[config.mk]
export PLATFORM = sky130hd
export DESIGN_NAME = enc8_3_seq_flat
export DESIGN_NICKNAME = d
export VERILOG_FILES = /design/src/rtl/enc8_3_seq_if.sv /design/src/rtl/enc8_3_seq.sv /design/src/flat_wrapper.sv
export SDC_FILE = /design/constraint.sdc
export NUM_CORES = 1
export LEC_CHECK = 0
export ABC_AREA = 1
export CORE_ASPECT_RATIO = 0.8
export CORE_MARGIN = 4
export CORE_UTILIZATION = 23
export CTS_CLUSTER_SIZE = 16
export DETAILED_ROUTE_END_ITERATION = 8
export SETUP_SLACK_MARGIN = 0.4
export SLEW_MARGIN = 40
export SYNTH_ARGS = -nofsm -noshare
export SYNTH_HDL_FRONTEND = slang
export SYNTH_SLANG_ARGS = --single-unit
export TNS_END_PERCENT = 10
[constraint.sdc]
create_clock -name clk -period 1.9 [get_ports clk]
set_clock_uncertainty 0.15 [all_clocks]
set_input_delay 0.285 -clock clk [delete_from_list [all_inputs] [get_ports clk]]
set_output_delay 0.285 -clock clk [all_outputs]
set_load 0.02 [all_outputs]
[src/rtl/enc8_3_seq_if.sv]
// Bus between the event encoder and its consumer. The slave side is the encoder;
// the master side drives the event lines and the ready/acknowledge path.
interface enc8_3_seq_if;
  logic       ena;
  logic [7:0] d;
  logic       ready;
  logic       ovf_clr;
  logic [2:0] a;
  logic       valid;
  logic [7:0] pend;
  logic       ovf;
  logic       state_dbg;

  modport slave (
    input  ena, d, ready, ovf_clr,
    output a, valid, pend, ovf, state_dbg
  );

  modport master (
    output ena, d, ready, ovf_clr,
    input  a, valid, pend, ovf, state_dbg
  );
endinterface

[src/rtl/enc8_3_seq.sv]
// Sequential 8-to-3 priority encoder: captures event lines into a pending register
// and offers one pending index at a time, clearing each bit as it is accepted.
module enc8_3_seq #(
  parameter bit HIGH_FIRST = 1'b1
) (
  input  logic          clk,
  input  logic          rst_n,
  enc8_3_seq_if.slave   bus
);

  // Handshake: a transfer happens on a rising edge where valid && ready are both 1.
  // While valid is 1 and ready is 0, a is held stable. ready is ignored when valid is 0.

  typedef enum logic {
    IDLE  = 1'b0,
    OFFER = 1'b1
  } state_t;

  state_t     r_state;
  logic [2:0] r_a;
  logic       r_valid;
  logic [7:0] r_pend;
  logic       r_ovf;

  state_t     w_nxt_state;
  logic [2:0] w_nxt_a;
  logic       w_nxt_valid;
  logic [7:0] w_clr_mask;
  logic [7:0] w_set;
  logic [7:0] w_pend_next;
  logic [2:0] w_sel;
  logic       w_ovf_set;

  assign w_clr_mask  = (r_valid && bus.ready) ? (8'b1 << r_a) : 8'b0;
  assign w_set       = bus.ena ? bus.d : 8'b0;
  // Set is OR-ed after the clear so a re-asserted accepted bit stays pending.
  assign w_pend_next = (r_pend & ~w_clr_mask) | w_set;
  assign w_ovf_set   = |(w_set & r_pend & ~w_clr_mask);

  // Last match in scan order wins, so the scan direction picks the priority.
  always_comb begin
    w_sel = 3'd0;
    for (int i = 0; i < 8; i++) begin
      if (HIGH_FIRST) begin
        if (w_pend_next[i]) w_sel = 3'(i);
      end else begin
        if (w_pend_next[7-i]) w_sel = 3'(7 - i);
      end
    end
  end

  always_comb begin
    w_nxt_state = r_state;
    w_nxt_a     = r_a;
    w_nxt_valid = r_valid;
    case (r_state)
      IDLE: begin
        if (|w_pend_next) begin
          w_nxt_a     = w_sel;
          w_nxt_valid = 1'b1;
          w_nxt_state = OFFER;
        end
      end
      OFFER: begin
        if (bus.ready) begin
          if (|w_pend_next) begin
            w_nxt_a = w_sel;
          end else begin
            w_nxt_valid = 1'b0;
            w_nxt_state = IDLE;
          end
        end
      end
      default: begin
        w_nxt_valid = 1'b0;
        w_nxt_state = IDLE;
      end
    endcase
  end

  always_ff @(posedge clk or negedge rst_n) begin
    if (!rst_n) begin
      r_state <= IDLE;
      r_a     <= 3'd0;
      r_valid <= 1'b0;
      r_pend  <= 8'd0;
      r_ovf   <= 1'b0;
    end else begin
      r_state <= w_nxt_state;
      r_a     <= w_nxt_a;
      r_valid <= w_nxt_valid;
      r_pend  <= w_pend_next;
      r_ovf   <= w_ovf_set | (r_ovf & ~bus.ovf_clr);
    end
  end

  assign bus.a         = r_a;
  assign bus.valid     = r_valid;
  assign bus.pend      = r_pend;
  assign bus.ovf       = r_ovf;
  assign bus.state_dbg = r_state;

endmodule
[src/flat_wrapper.sv]
// flat-port wrapper written by rule: the top's interface ports become plain ports
module enc8_3_seq_flat 
#(
  parameter bit HIGH_FIRST = 1'b1
)
  (clk, rst_n, bus_ena, bus_d, bus_ready, bus_ovf_clr, bus_a, bus_valid, bus_pend, bus_ovf, bus_state_dbg);
  enc8_3_seq_if bus_i ();
  input  logic clk;
  input  logic rst_n;
  input wire logic [$bits(bus_i.ena)-1:0] bus_ena;
  input wire logic [$bits(bus_i.d)-1:0] bus_d;
  input wire logic [$bits(bus_i.ready)-1:0] bus_ready;
  input wire logic [$bits(bus_i.ovf_clr)-1:0] bus_ovf_clr;
  output wire logic [$bits(bus_i.a)-1:0] bus_a;
  output wire logic [$bits(bus_i.valid)-1:0] bus_valid;
  output wire logic [$bits(bus_i.pend)-1:0] bus_pend;
  output wire logic [$bits(bus_i.ovf)-1:0] bus_ovf;
  output wire logic [$bits(bus_i.state_dbg)-1:0] bus_state_dbg;
  assign bus_i.ena = bus_ena;
  assign bus_i.d = bus_d;
  assign bus_i.ready = bus_ready;
  assign bus_i.ovf_clr = bus_ovf_clr;
  assign bus_a = bus_i.a;
  assign bus_valid = bus_i.valid;
  assign bus_pend = bus_i.pend;
  assign bus_ovf = bus_i.ovf;
  assign bus_state_dbg = bus_i.state_dbg;
  enc8_3_seq #(.HIGH_FIRST(HIGH_FIRST)) u_core (.clk(clk), .rst_n(rst_n), .bus(bus_i));
endmodule
==> impl_metrics.json <==
{
  "yosysSeqAreaShare_pct": 44.6,
  "initial_core_util_pct": 24.7,
  "leakagePower_nw": 0.632,
  "max_slew_margin_pct": 75.4,
  "ant_nets": 0,
  "tightest_slew_ns": 0.367,
  "core_area_sq_mm": 0.00318,
  "dr.first_iter.drc_count": 28,
  "dieArea_sq_mm": 0.00442,
  "die-height_microns": 60.3,
  "io_pins": 27,
  "hp-class": "in2async",
  "pre_cts_ws_ns": -0.221,
  "grt_max_degree": 9,
  "cts_hold_buf": 0,
  "synth_top_area_cell": "dfrtp_1",
  "remaining_drc_errors": 0,
  "max_freq_mhz": 578,
  "crit_chain": "clkdlybuf4s50_1",
  "switching_share_pct": 33.2,
  "p_per_area_mw_per_mm2": 790,
  "die_x_microns": 73.4,
  "fin_crit_ns": 1.73,
  "regToRegEndpoint": "u_core.bus.valid",
  "cp_max_fo": 5,
  "syn_to_final_growth_pct": 68.2,
  "vias_per_cell": 4.31,
  "cts_max_path_buffers": 2,
  "finalHoldViolCount": 0,
  "htree_levels": 1,
  "routabilityCongestion": 0.815,
  "yosysUniqueCellTypes": 20,
  "numCtsBuffers": 3,
  "syn_avg_cell_area_sq_um": 7.78,
  "whs_ns": 0.163,
  "cts_tree": "yes",
  "ys_seq_elements": 14,
  "synthFlopType": "dfrtp_1",
  "antenna_found_initial": 0,
  "grt_overflow": 0,
  "clock_latency_ns": 0.25,
  "yosys-top-cells-count": "32 x nand2_1, 14 x dfrtp_1, 14 x inv_1",
  "portBuffers": 26,
  "yosysWarningCount": 0,
  "rows": 18,
  "yosysMostFrequentCell": "nand2_1",
  "pwr-share-clk_pct": 28.5,
  "reg2reg_from": "u_core.bus.valid",
  "grt_use_total_pct": 10.4,
  "synth.net_count": 114,
  "critPathKind": "reg2out",
  "synthCells": 101,
  "ir_drop_v": 0.000360,
  "intPower_uw": 697,
  "grt_pass1_wl_mm": 3.42,
  "wl_per_cell_microns": 11.8,
  "synth_edf_count": 0,
  "n_fill_cell": 302,
  "reg2regPathDepth": 11,
  "cp.required_ns": 1.46,
  "async_reset_ff_share_pct": 100,
  "path_buf_inv": 1,
  "power.switching_uw": 346,
  "critPathMaxStageDelay_ns": 0.63,
  "status": "completed",
  "finalInstanceArea_sq_mm": 0.00132,
  "yosysTopAreaCellShare_pct": 44.6,
  "cap_violations": 0,
  "postPlaceCellArea_sq_mm": 0.00120,
  "critPathArrivalTime_ns": 1.29,
  "grt_pass1_vias": 765,
  "vias": 789,
  "startpoint_type": "flip-flop",
  "reg2reg_slack_ns": 0.21,
  "setup_violations": 0,
  "clk_pin_slew_ns": 0.06,
  "dp_hpwl_mm": 1.71,
  "p_seq_share_pct": 35.5,
  "cp_top_family": "buffers and inverters",
  "clock_sinks": 14,
  "slowest_stage": "clkdlybuf4s50_1",
  "syn-cell-area_sq_um": 786,
  "worst_slack_ns": 0.171,
  "slew_viol_final": 0,
  "pwr-share-comb_pct": 36.0,
  "antenna-diode-count": 0,
  "rsz0062_at_grt": "yes",
  "routed_wirelength_mm": 2.16,
  "synth_top_cells_by_area": "dfrtp_1 45%, nand2_1 15%, nand2_2 7.2%",
  "cts_root_buffer": "clkbuf_8",
  "p_total_mw": 1.04,
  "firstDrtPassIters": 4,
  "final_nets": 157,
  "finalSetupTns_ns": 0,
  "period_share_pct": 91.0,
  "setup.worst_path.end_class": "output pin",
  "drive_gt1_share_pct": 41.3
}
## final cells by class
cell class	instances	area (sq um)	share of cell area (%)
Sequential cell	14	355	26.9
Timing Repair Buffer	39	360	27.3
Inverter	15	57.6	4.36
Tap cell	40	50.0	3.79
Clock buffer	4	55.1	4.17
Multi-Input combinational cell	71	443	33.5
## through the flow
stage / std cells / utilization [%]
finish: 183 / 41.6
global route: 183 / 41.6
CTS: 182 / 39.3
detailed placement: 178 / 37.7
global placement: 178 / 37.7
floorplan: 101 / -
## worst max-delay path by stage
stage	from	end	slack, ns	cells after the start
2_1_floorplan	u_core.bus.a[2]	u_core.bus.valid	0.33	10
3_3_place_gp	bus_ready	u_core.bus.valid	-0.20	12
3_5_place_dp	bus_ready	u_core.bus.valid	-0.22	12
4_1_cts	u_core.bus.a[2]	bus_a[2]	0.16	1
5_1_grt	u_core.bus.valid	u_core.bus.a[1]	0.12	11
6_report	u_core.bus.a[0]	bus_a[0]	0.17	1
## flip-flops by register name (all words and copies together), names as in the netlist
name,count
u_core.bus.valid,1
u_core.bus.a,3
u_core.bus.state_dbg,1
u_core.bus.ovf,1
u_core.bus.pend,8
## layout by cell type (no fill, tap or decap), drive strengths merged
cell	synthesis	final
o22ai	3	3
inv	14	14
nand3	2	2
clkdlybuf4s50	0	22
o21ai	8	8
dfrtp	14	14
clkinv	1	1
nor3	2	2
dlygate4sd2	0	2
o211ai	1	1
dlymetal6s2s	0	2
buf	1	13
nand2	42	42
a21oi	1	1
nor2	11	11
o31ai	1	1
clkbuf	0	4
## cells by family after synthesis
logic type / after synthesis / share of synthesized area, %
compound gates: 14 / 11.9
buf+inv: 16 / 7.96
simple gates: 57 / 35.5
flops: 14 / 44.6
## metal layers
layer | GRT usage, % | vias up | part of all wire (%) | wire length, microns
met1 | 14.1 | 363 | 47 | 1010
met2 | 14.6 | 25 | 44 | 952
met5 | 0 | - | 0 | 0
met3 | 4.71 | 4 | 8.4 | 181
li1 | - | 397 | - | -
met4 | 3.10 | 0 | 0.97 | 21
## power groups by stage
stage | clock [mW] | combinational, mW | sequential (mW)
floorplan | 0 | 0.133 | 0.409
global placement | 0 | 0.351 | 0.371
detailed placement | 0 | 0.352 | 0.371
CTS | 0.308 | 0.353 | 0.367
global route | 0.316 | 0.414 | 0.375
finish | 0.297 | 0.375 | 0.371
## timing repair
item	in CTS	in global routing
buffers inserted	0	1
resized for setup	2	22
endpoints found under the setup margin	20	20
pin swaps	0	12
gates cloned	0	0
No activity file was read; power rests on OpenSTA's default activity.
